<file path="config.mk">
export PLATFORM = sky130hd
export DESIGN_NAME = pp_loop_status_monitor
export DESIGN_NICKNAME = d
export VERILOG_FILES = /design/src/rtl/pp_loop_status_monitor.sv
export SDC_FILE = /design/constraint.sdc
export NUM_CORES = 1
export LEC_CHECK = 0
export ABC_AREA = 1
export ABC_CLOCK_PERIOD_IN_PS = 8900
export BUFFER_PORTS_ARGS = -buffer_cell sky130_fd_sc_hd__buf_2
export CELL_PAD_IN_SITES_DETAIL_PLACEMENT = 0
export CELL_PAD_IN_SITES_GLOBAL_PLACEMENT = 1
export CORE_MARGIN = 2
export CORE_UTILIZATION = 30
export CTS_CLUSTER_SIZE = 24
export DETAILED_ROUTE_END_ITERATION = 12
export GPL_ROUTABILITY_DRIVEN = 0
export MAX_ROUTING_LAYER = met4
export PLACE_DENSITY_LB_ADDON = 0.1
export SETUP_SLACK_MARGIN = 0.2
export SLEW_MARGIN = 20
export SYNTH_ARGS = -nofsm -noshare
export SYNTH_HDL_FRONTEND = slang
export SYNTH_SLANG_ARGS = --single-unit
</file>
<file path="constraint.sdc">
create_clock -name clock -period 8.9 [get_ports clock]
set_input_delay 1.335 -clock clock [delete_from_list [all_inputs] [get_ports clock]]
set_output_delay 1.335 -clock clock [all_outputs]
set_load 0.01 [all_outputs]
</file>
<file path="src/rtl/pp_loop_status_monitor.sv">
// Purpose : passive activity monitor for one ap_ctrl_hs block containing one
//           pipelined loop; counts transactions, loop invocations, iteration
//           starts/ends, in-flight iterations, stall cycles and loop duration.
// Latency : every output is registered; an event in cycle t shows in cycle t+1.
// Backpressure: none; the monitor only observes and never drives the block.
// Ports:
//   clock, reset            : rising-edge clock, asynchronous active-high reset
//   finish                  : first assertion freezes all state, dump_valid pulses next cycle
//   ap_start/ready/done/continue : handshake of the monitored block
//   cur_state               : one-hot FSM state of the monitored block
//   pre_/post_loop_state0, *_valid : states bracketing the loop
//   iter_start_* / iter_end_* : loop state plus stage-0 / last-stage enable and block
//   loop_quit_state, quit_at_end : loop exit state and drain-before-exit flag
//   busy, loop_active, *_cnt, in_flight, max_in_flight, last_loop_cycles, dump_valid
module pp_loop_status_monitor #(
  parameter int STATE_W = 5,
  parameter int DEPTH   = 7,
  parameter int CNT_W   = 32
) (
  input  logic                         clock,
  input  logic                         reset,
  input  logic                         finish,
  input  logic                         ap_start,
  input  logic                         ap_ready,
  input  logic                         ap_done,
  input  logic                         ap_continue,
  input  logic [STATE_W-1:0]           cur_state,
  input  logic [STATE_W-1:0]           pre_loop_state0,
  input  logic                         pre_states_valid,
  input  logic [STATE_W-1:0]           post_loop_state0,
  input  logic                         post_states_valid,
  input  logic [STATE_W-1:0]           iter_start_state,
  input  logic                         iter_start_enable,
  input  logic                         iter_start_block,
  input  logic [STATE_W-1:0]           iter_end_state,
  input  logic                         iter_end_enable,
  input  logic                         iter_end_block,
  input  logic [STATE_W-1:0]           loop_quit_state,
  input  logic                         quit_at_end,
  output logic                         busy,
  output logic                         loop_active,
  output logic [CNT_W-1:0]             txn_start_cnt,
  output logic [CNT_W-1:0]             txn_done_cnt,
  output logic [CNT_W-1:0]             loop_inv_cnt,
  output logic [CNT_W-1:0]             iter_start_cnt,
  output logic [CNT_W-1:0]             iter_end_cnt,
  output logic [$clog2(DEPTH+1)-1:0]   in_flight,
  output logic [$clog2(DEPTH+1)-1:0]   max_in_flight,
  output logic [CNT_W-1:0]             stall_cnt,
  output logic [CNT_W-1:0]             last_loop_cycles,
  output logic                         dump_valid
);

  localparam int             IFW     = $clog2(DEPTH + 1);
  localparam logic [IFW-1:0] DEPTH_V = IFW'(DEPTH);

  // Acceptance is defined by ap_start while idle, so ap_ready carries no
  // extra information for the counters.
  logic unused_ap_ready;
  assign unused_ap_ready = ap_ready;

  function automatic logic [CNT_W-1:0] sat_inc(input logic [CNT_W-1:0] v);
    return (&v) ? v : v + CNT_W'(1);
  endfunction

  logic [STATE_W-1:0] prev_state;
  logic [CNT_W-1:0]   loop_timer;
  logic               frozen;

  logic               txn_start, txn_done, busy_nxt;
  logic               start_ev, end_ev, loop_entry, loop_exit, stall_ev;
  logic [IFW-1:0]     in_flight_nxt;

  always_comb begin
    txn_done  = ap_done && ap_continue;
    // A completing transaction frees the block, so a start in the same cycle
    // is accepted back-to-back.
    txn_start = ap_start && (!busy || txn_done);
    busy_nxt  = busy;
    if (txn_start)     busy_nxt = 1'b1;
    else if (txn_done) busy_nxt = 1'b0;

    start_ev = (cur_state == iter_start_state) && iter_start_enable && !iter_start_block;
    end_ev   = (cur_state == iter_end_state) && iter_end_enable && !iter_end_block;

    // Saturation at either bound indicates a mismatch between the observed
    // enables and the declared depth; hold rather than wrap.
    in_flight_nxt = in_flight;
    if (start_ev && !end_ev) begin
      if (in_flight != DEPTH_V) in_flight_nxt = in_flight + IFW'(1);
    end else if (end_ev && !start_ev) begin
      if (in_flight != '0) in_flight_nxt = in_flight - IFW'(1);
    end

    loop_entry = start_ev && !loop_active &&
                 (!pre_states_valid || (prev_state == pre_loop_state0));

    loop_exit  = loop_active && (prev_state == loop_quit_state) &&
                 (post_states_valid ? (cur_state == post_loop_state0)
                                    : (cur_state != loop_quit_state)) &&
                 (!quit_at_end || (in_flight_nxt == '0));

    stall_ev   = loop_active && (cur_state == iter_start_state) && iter_start_block;
  end

  always_ff @(posedge clock or posedge reset) begin
    if (reset) begin
      prev_state       <= '0;
      loop_timer       <= '0;
      frozen           <= 1'b0;
      busy             <= 1'b0;
      loop_active      <= 1'b0;
      txn_start_cnt    <= '0;
      txn_done_cnt     <= '0;
      loop_inv_cnt     <= '0;
      iter_start_cnt   <= '0;
      iter_end_cnt     <= '0;
      in_flight        <= '0;
      max_in_flight    <= '0;
      stall_cnt        <= '0;
      last_loop_cycles <= '0;
      dump_valid       <= 1'b0;
    end else begin
      dump_valid <= 1'b0;
      if (!frozen) begin
        if (finish) begin
          // Events of the finish cycle itself are not counted.
          frozen     <= 1'b1;
          dump_valid <= 1'b1;
        end else begin
          prev_state <= cur_state;
          busy       <= busy_nxt;
          if (txn_start) txn_start_cnt  <= sat_inc(txn_start_cnt);
          if (txn_done)  txn_done_cnt   <= sat_inc(txn_done_cnt);
          if (start_ev)  iter_start_cnt <= sat_inc(iter_start_cnt);
          if (end_ev)    iter_end_cnt   <= sat_inc(iter_end_cnt);
          if (stall_ev)  stall_cnt      <= sat_inc(stall_cnt);
          in_flight <= in_flight_nxt;
          if (in_flight_nxt > max_in_flight) max_in_flight <= in_flight_nxt;

          if (loop_entry) begin
            loop_active <= 1'b1;
            loop_timer  <= '0;
          end else if (loop_active) begin
            loop_timer <= sat_inc(loop_timer);
          end

          // The +1 accounts for the entry cycle, which precedes loop_active.
          if (loop_exit) begin
            loop_active      <= 1'b0;
            loop_inv_cnt     <= sat_inc(loop_inv_cnt);
            last_loop_cycles <= sat_inc(loop_timer);
          end
        end
      end
    end
  end

endmodule

</file>
; After elaboration in Yosys (flattened, before gate mapping)
; Index checks and enable logic that the tools add are counted.
[totals]
register_bits = 271
input_bits = 44
output_inout_bits = 233
word_cells = 105
[classes]
n_addsub = 9
magnitude_cmp = 1
n_eq_ne = 7
n_mux = 15
bitwise_logic = 8
n_reduce_logical = 50
[op_table]
columns = cell, count
row1 = "32-bit by 1-bit adder with 32-bit output, second input constant", 7
row2 = 32-bit AND reduction, 7
row3 = 32-bit two-way mux, 3
row4 = 5-bit equality test, 5
row5 = 4-bit AND reduction, 6
row6 = 1-bit logical AND, 15
row7 = 3-bit AND reduction, 5
row8 = 3-bit two-way mux, 4
row9 = 1-bit zero test, 8
row10 = 1-bit two-way mux, 8
row11 = 1-bit inverter, 8
row12 = 2-bit nonzero test, 3
row13 = 5-bit != test, 1
row14 = "3-bit by 1-bit adder with 3-bit output, second input constant", 1
row15 = 3-bit > comparator, 1
row16 = 3-bit zero test, 1
row17 = 1-bit logical OR, 3
row18 = "3-bit != test, second input constant", 1
row19 = 3-bit nonzero test, 1
row20 = "3-bit by 1-bit subtractor with 3-bit output, second input constant", 1
row21 = 2-bit AND reduction, 1

; Depth between registers and ports, before layout
; Gate-level depths: netlist of the first run.
[logic_depth]
word_depth = 12
mapped_depth = 19
depth_no_buf = 17

; Worst setup path after synthesis of the first run
; No wires, ideal clock.
[synth_timing]
kind = input port to flip-flop
start = input cur_state[3]
end = register max_in_flight[2]
setup_ps = 126
t_arrival_ps = 3114
t_required_ps = 8774
path_slack_ps = 5660
cell_stages = 17
path_buffers = 1
cell_sequence = buf_4 nand2_1 nand2_1 nor2_1 nand2_2 nor2_8 nand2_2 nand2_1 nand2_1 a21oi_2 inv_1 ha_1 nand2_1 o21ai_0 nand3_1 nor2_1 a21oi_1
[synth_between]
elab_chain_len = 9
elab_cells_between_ends = 14
cone_classes = order compare: 1 / eq/ne: 2 / mux: 2 / reduce/logical: 9
[synth_rtl]
columns = element, line_no
row1 = start: declaration, 27  ; input logic [STATE_W-1:0] cur_state,
row2 = 5-bit equality test, 83  ; start_ev = (cur_state == iter_start_state) && iter_start_enable && !iter_start_block;
row3 = 1-bit logical AND (2 in series), 83
row4 = 1-bit zero test, 91  ; end else if (end_ev && !start_ev) begin
row5 = 1-bit logical AND, 91
row6 = 3-bit two-way mux, 91
row7 = 3-bit two-way mux *, 89  ; if (start_ev && !end_ev) begin
row8 = net in_flight_nxt[1], 72  ; logic [IFW-1:0] in_flight_nxt;
row9 = 3-bit > comparator *, 139  ; if (in_flight_nxt > max_in_flight) max_in_flight <= in_flight_nxt;
row10 = 3-bit AND reduction (no source line) *, n/a
row11 = end signal: assignment, 139
row12 = end: declaration, 48  ; output logic [$clog2(DEPTH+1)-1:0] max_in_flight,
; The timed path passes the listed nets; every way through them passes the cells marked *.
; A chain may end at the register's enable or synchronous reset.

; Worst setup path in the final report of the first run
[layout_timing]
start = input finish
end = register stall_cnt[30]
[layout_between]
elab_chain_len = 2
[layout_rtl]
columns = element, line_no
row1 = start: declaration, 22  ; input logic finish,
row2 = 1-bit inverter (no source line), n/a
row3 = 4-bit AND reduction (no source line), n/a
row4 = end signal: assignment, 137  ; if (stall_ev) stall_cnt <= sat_inc(stall_cnt);
row5 = end: declaration, 49  ; output logic [CNT_W-1:0] stall_cnt,
; Every way passes these cells.

==> results of run 1 <==
-- final cells by class --
type                            instances  area [um^2]  area share [%]
Tap cell                              672          841            4.50
Inverter                              178          672            3.60
Clock inverter                         12          141           0.757
Antenna cell                           24         60.1           0.322
Timing Repair Buffer                  280         1430            7.64
Clock buffer                           54         1140            6.12
Multi-Input combinational cell       1421         7600            40.7
Sequential cell                       271         6780            36.3
-- logic make-up (layout without fill, tap and decap cells) --
family                     after synthesis  count (layout)
DFF                                    271             271
AOI/OAI and AO/OA                       88              88
buffers and inverters                  214             524
muxes                                    3               3
xor gates and xnor gates               217             217
and+or+nand+nor                       1100            1100
adders and majority gates               13              13
other                                    0              24
-- worst paths after layout --
kind,endpoint,from,depth (start not counted),slack [ns]
worst max-delay path,stall_cnt[30],finish,13,4.79
worst min-delay path,last_loop_cycles[18],last_loop_cycles[18],2,0.47
worst max register to register,stall_cnt[30],frozen,12,5.16
worst min register to register,last_loop_cycles[18],last_loop_cycles[18],2,0.47
max in group asynchronous,loop_timer[0],reset,4,6.51
min in group asynchronous,txn_done_cnt[24],reset,3,0.97
-- critical path, cell delays in order --
cell and delay [ns]:
buf_2 0.16, nor2_4 0.40, inv_2 0.23, nor2_1 0.13, buf_4 0.29, inv_1 0.52, nor3_1 0.47, nand2_2 0.24
inv_2 0.19, nand2_1 0.11, nor2_2 0.17, nand4_1 0.12, xnor2_1 0.15
-- registers in the layout (all words and copies together), names as in the netlist, 3 cells and up --
signal	cells
in_flight	3
iter_end_cnt	32
iter_start_cnt	32
last_loop_cycles	32
loop_inv_cnt	32
loop_timer	32
max_in_flight	3
prev_state	5
stall_cnt	32
txn_done_cnt	32
txn_start_cnt	32
-- where the power goes --
part           switching, uW  internal (uW)  total (uW)  leakage [uW]
clock                    589            975        1560      0.000639
combinational            130           61.2         192       0.00532
sequential              28.9           1260        1290       0.00359
total                    749           2290        3040       0.00955
-- layer usage --
metal,GRT usage [%],vias to the layer above,part of all wire [%]
met4,4.89,0,1.9
met1,26.0,6550,48
met3,5.33,63,6.9
li1,-,6845,-
met2,28.5,300,44
met5,-,-,0
-- metrics by stage --
step,cells,hold slack [ns],power (uW),worst slack [ns]
CTS,2888,0.474,3100,4.70
detailed placement,2822,0.460,1500,4.10
global route,2911,0.502,3170,4.52
floorplan,1906,0.506,1440,3.98
global placement,2822,0.455,1500,4.11
finish,2912,0.467,3040,4.79
-- Yosys cell counts (all sizes together) --
cell type / instances
nor4: 34
xor2: 148
nor4b: 3
nand4: 96
or4: 1
o22ai: 15
buf: 23
clkbuf: 13
o41ai: 1
a221oi: 3
nor2: 206
nand2: 550
inv: 178
and3: 1
nand3b: 2
mux2: 3
o22a: 1
nand3: 117
nor3: 83
a211oi: 2
dfrtp: 271
a31oi: 2
or2: 6
xnor2: 69
a21oi: 6
nor3b: 1
ha: 13
o21ai: 57
a22oi: 1
==> results.py, run 1 <==
metrics = {
    "yosys": {
        "synthMuxAreaShare_pct": 0.221,
        "synth_top_family_by_area": "simple AND/OR/NAND/NOR gates",
        "synth-adder-area-share_pct": 1.06,
        "yosysTopAreaCellShare_pct": 44.4,
        "synthXorXnorAreaFrac_pct": 12.4,
        "yosysUniqueCellTypes": 48,
        "synth_cells": 1906,
        "avgSynthCellArea_um2": 8.01,
        "synth_top_area_cell": "dfrtp_1",
        "syn-cell-area_um2": 15300,
        "synth.ff_latch_count": 271,
        "ys_seq_area_share_pct": 44.4,
        "yosysWarnings": 0,
        "synth_nets": 1963,
        "synth_simple_gate_area_share_pct": 32.5,
        "synthTopCellsByArea": "dfrtp_1 44%, nand2_1 13%, xor2_1 8.5%, nor2_1 4.8%, inv_1 4.1%",
        "synth_compound_area_share_pct": 3.56,
    },
    "worst_hold_path": {
        "min_path_type": "reg2reg",
    },
    "global_route": {
        "grt_overflow_total": 0,
        "grt_usage_pct": 19.3,
        "grt_max_degree": 162,
        "grt_pass1_vias": 13833,
        "antenna_found_initial": 25,
        "grt_pass1_wl_um": 79000,
    },
    "power": {
        "p_per_area_nw_per_um2": 163,
        "max-vdd-ir-drop_uv": 108,
        "p_leak_uw": 0.00955,
    },
    "worst_setup_path": {
        "crit_type": "in2reg",
        "endpoint_kind": "register",
        "critPathArrivalTime_ns": 4.55,
        "required_ns": 9.34,
        "cp-start-kind": "input pin",
        "path_max_fanout": 25,
    },
    "clock_network": {
        "cts_sinks": 271,
        "cts_max_path_buffers": 3,
        "clkSlewWorstSetupHoldPaths_ns": 0.06,
        "htree_levels": 2,
        "root_buffer": "clkbuf_16",
        "cts_tree": "yes",
        "ctsHoldBuffers": 0,
        "cts_resized": 0,
        "numCtsBuffers": 37,
        "cts_post_setup_buffers_inserted": 0,
        "clock_latency_ns": 0.55,
    },
    "sta": {
        "slew_violations": 0,
        "max_freq_ghz": 0.243,
        "hold_violations": 0,
        "period_needed_ns": 4.11,
        "final-setup-viol-count": 0,
        "maxSlewHeadroom_pct": 30.3,
        "skew_ns": 0.0127,
        "rsz0062_at_grt": "no",
        "fin_crit_sh_pct": 46.2,
        "worst_slew_pin_slew_ns": 1.04,
        "setup-tns-final_ns": 0,
    },
    "drt": {
        "vias": 13758,
        "antenna_left": 0,
        "vias_per_cell": 4.72,
        "routed_wl_um": 49200,
        "firstDrtPassIters": 5,
        "first_iter_violations": 771,
        "drc": 0,
        "wl_per_cell_um": 16.9,
    },
    "layout": {
        "final_cell_mix": "535 x nand2_1, 275 x buf_2, 271 x dfrtp_1",
        "nets": 2246,
        "utilization_pct": 37.2,
        "drive_above_1_share_pct": 18.7,
        "area_growth_pct": 22.2,
        "final_common_cell": "nand2_1",
        "final_area_um2": 18700,
        "fillers": 5369,
    },
    "placement": {
        "portBuffers": 275,
        "dpl_cell_area_um2": 17300,
        "dpl.hpwl_um": 36700,
    },
    "floorplan": {
        "die_width_um": 230,
        "die_h_um": 230,
        "core-area_um2": 50200,
        "die_area_um2": 52700,
        "io_pins": 277,
        "rows": 82,
        "start_util_pct": 30.4,
    },
    "flow_run": {
        "max-cap-violations": 0,
    },
    "status": {
        "status": "complete, no violations",
    },
}
Power figures use the tool's default switching activity.
==> run 2: changes to the inputs <==
- ABC_CLOCK_PERIOD_IN_PS: 8900 -> 3720
- clock period: 8.9 -> 3.72 ns (I/O delays scaled with it)
==> run 2 against run 1 <==
Sequential share of layout area down 0.16 points. Clock skew up 0.0048 ns. Worst hold slack worse by 0.14 ns. Critical endpoint is now loop_inv_cnt[16].
==> results.py, run 2 (same netlist as run 1, synthesis figures left out) <==
metrics = {
    "status": {
        "status": "complete, no violations",
    },
    "drt": {
        "routed_wl_um": 49200,
        "firstDrtPassIters": 6,
        "antenna_left": 0,
        "vias_per_cell": 4.71,
        "drc": 0,
        "first_iter_violations": 686,
        "dr_wl_met2_um": 21500,
        "highest_layer": "met4",
        "route.met3.wl_um": 3400,
        "wl_per_cell_um": 16.8,
        "drt-met1-wl_um": 23400,
        "vias": 13767,
    },
    "power": {
        "p_per_area_nw_per_um2": 388,
        "power_frac_comb_pct": 6.3,
        "p_int_uw": 5460,
        "max-vdd-ir-drop_uv": 279,
        "p_sw_uw": 1810,
        "switching_share_pct": 24.8,
        "p_leak_uw": 0.00959,
        "clkPwrFrac_pct": 51.3,
        "pwr-share-seq_pct": 42.4,
        "p_total_uw": 7270,
    },
    "worst_setup_path": {
        "path_max_fanout": 31,
        "crit_path_top_delay_cell": "nor2_8",
        "crit_top_cell": "nand2_1",
        "r2r-start": "frozen",
        "crit_type": "reg2reg",
        "path_delay_family": "simple AND/OR/NAND/NOR gates",
        "max_stage_delay_ns": 0.55,
        "crit_path_start": "frozen",
        "critPathArrivalTime_ns": 3.14,
        "crit_buf_inv": 1,
        "cp_cell_sequence": "nor2_4 -> inv_2 -> nor2_1 -> nand4_1 -> nor2_8 -> nand3_4 -> nand2_1 -> nand2_1",
        "cp-start-kind": "register",
        "required_ns": 4.14,
        "endpoint_kind": "register",
    },
    "clock_network": {
        "cts_resized": 0,
        "cts_max_path_buffers": 3,
        "cts_sinks": 271,
        "htree_levels": 2,
        "cts_post_setup_buffers_inserted": 0,
        "clock_latency_ns": 0.55,
        "cts_tree": "yes",
        "numCtsBuffers": 37,
        "root_buffer": "clkbuf_16",
        "clkSlewWorstSetupHoldPaths_ns": 0.06,
    },
    "worst_hold_path": {
        "min_from": "ap_start",
        "min_path_type": "in2reg",
    },
    "sta": {
        "skew_ns": 0.0176,
        "hold_violations": 0,
        "maxSlewHeadroom_pct": 42.4,
        "fin_crit_sh_pct": 73.1,
        "worst_slew_pin_slew_ns": 0.864,
        "max_freq_ghz": 0.368,
        "final-setup-viol-count": 0,
        "rsz0062_at_grt": "no",
        "slew_violations": 0,
        "period_needed_ns": 2.72,
        "fin_ws_ns": 1.00,
    },
    "global_route": {
        "grt_pass1_vias": 13881,
        "grt_usage_pct": 19.3,
        "grt_pass1_wl_um": 78900,
        "antenna_found_initial": 26,
        "grt_overflow_total": 0,
        "grt_max_degree": 136,
    },
    "floorplan": {
        "io_pins": 277,
        "rows": 82,
        "die_area_um2": 52700,
        "die_h_um": 230,
        "core-area_um2": 50200,
        "die_width_um": 230,
        "start_util_pct": 30.4,
    },
    "placement": {
        "portBuffers": 275,
        "dpl.hpwl_um": 37000,
        "post-place-ws_ns": 0.670,
    },
    "flow_run": {
        "max-cap-violations": 0,
    },
    "layout": {
        "final_cell_mix": "535 x nand2_1, 275 x buf_2, 271 x dfrtp_1",
        "final_common_cell": "nand2_1",
        "nets": 2256,
        "area_growth_pct": 22.8,
        "drive_above_1_share_pct": 19.0,
    },
}
-- run 2: changes by cell type in the layout (fill, tap and decap cells not counted), sizes merged --
cell,before,now
buf,280,289
clkbuf,54,53
clkinv,7,8
clkinvlp,2,3
dlygate4sd3,0,1
-- run 2: layer usage --
layer  GRT usage [%]  vias up
met4            5.15        0
met3            5.30       60
met5               -        -
met2            28.5      304
li1                -     6872
met1            26.1     6531
-- run 2: path summary, 6_finish.rpt --
path	endpoint	slack, ns	depth (start not counted)
min in group asynchronous	stall_cnt[2]	0.45	3
max in group asynchronous	last_loop_cycles[23]	2.22	4
hold / removal	busy	0.33	3
setup reg to reg	loop_inv_cnt[16]	1.00	8
setup / recovery	loop_inv_cnt[16]	1.00	8
hold reg to reg	last_loop_cycles[19]	0.47	2
-- run 2: power groups by stage --
| stage | logic (uW) | registers, uW | clock network (uW) |
|---|---|---|---|
| finish | 461 | 3080 | 3730 |
| global route | 533 | 3090 | 3970 |
| CTS | 475 | 3080 | 3860 |
| detailed placement | 472 | 3130 | 0 |
| global placement | 468 | 3130 | 0 |
| floorplan | 321 | 3120 | 0 |
-- run 2: per-stage QoR --
step / hold WS (ns) / utilization, % / TNS, ns / instance area (um^2) / cells
3_3_place_gp: 0.456 / 34.7 / 0 / 17400 / 2831
6_report: 0.325 / 37.4 / 0 / 18800 / 2923
5_1_grt: 0.344 / 37.4 / 0 / 18800 / 2923
3_5_place_dp: 0.459 / 34.7 / 0 / 17400 / 2831
2_1_floorplan: 0.506 / - / -113.67 / 15300 / 1906
4_1_cts: 0.302 / 37.3 / 0 / 18700 / 2899
-- run 2: timing repair --
action	CTS	global route
endpoints found under the setup margin	0	0
hold endpoints to repair	1	0
hold buffers	1	0
-- run 2: layout make-up --
cell class / instances / area [um^2]
antenna: 24 / 60.1
clock buffer: 53 / 1120
clock inverter: 14 / 158
fill: 5393 / 31400
inverter: 178 / 672
multi-input combinational: 1421 / 7600
sequential: 271 / 6780
tap: 672 / 841
timing repair buffer: 290 / 1520
-- run 2: worst min-delay path, stage by stage --
cell and delay, ns:
buf_2 0.11, inv_1 0.07, o21ai_0 0.08
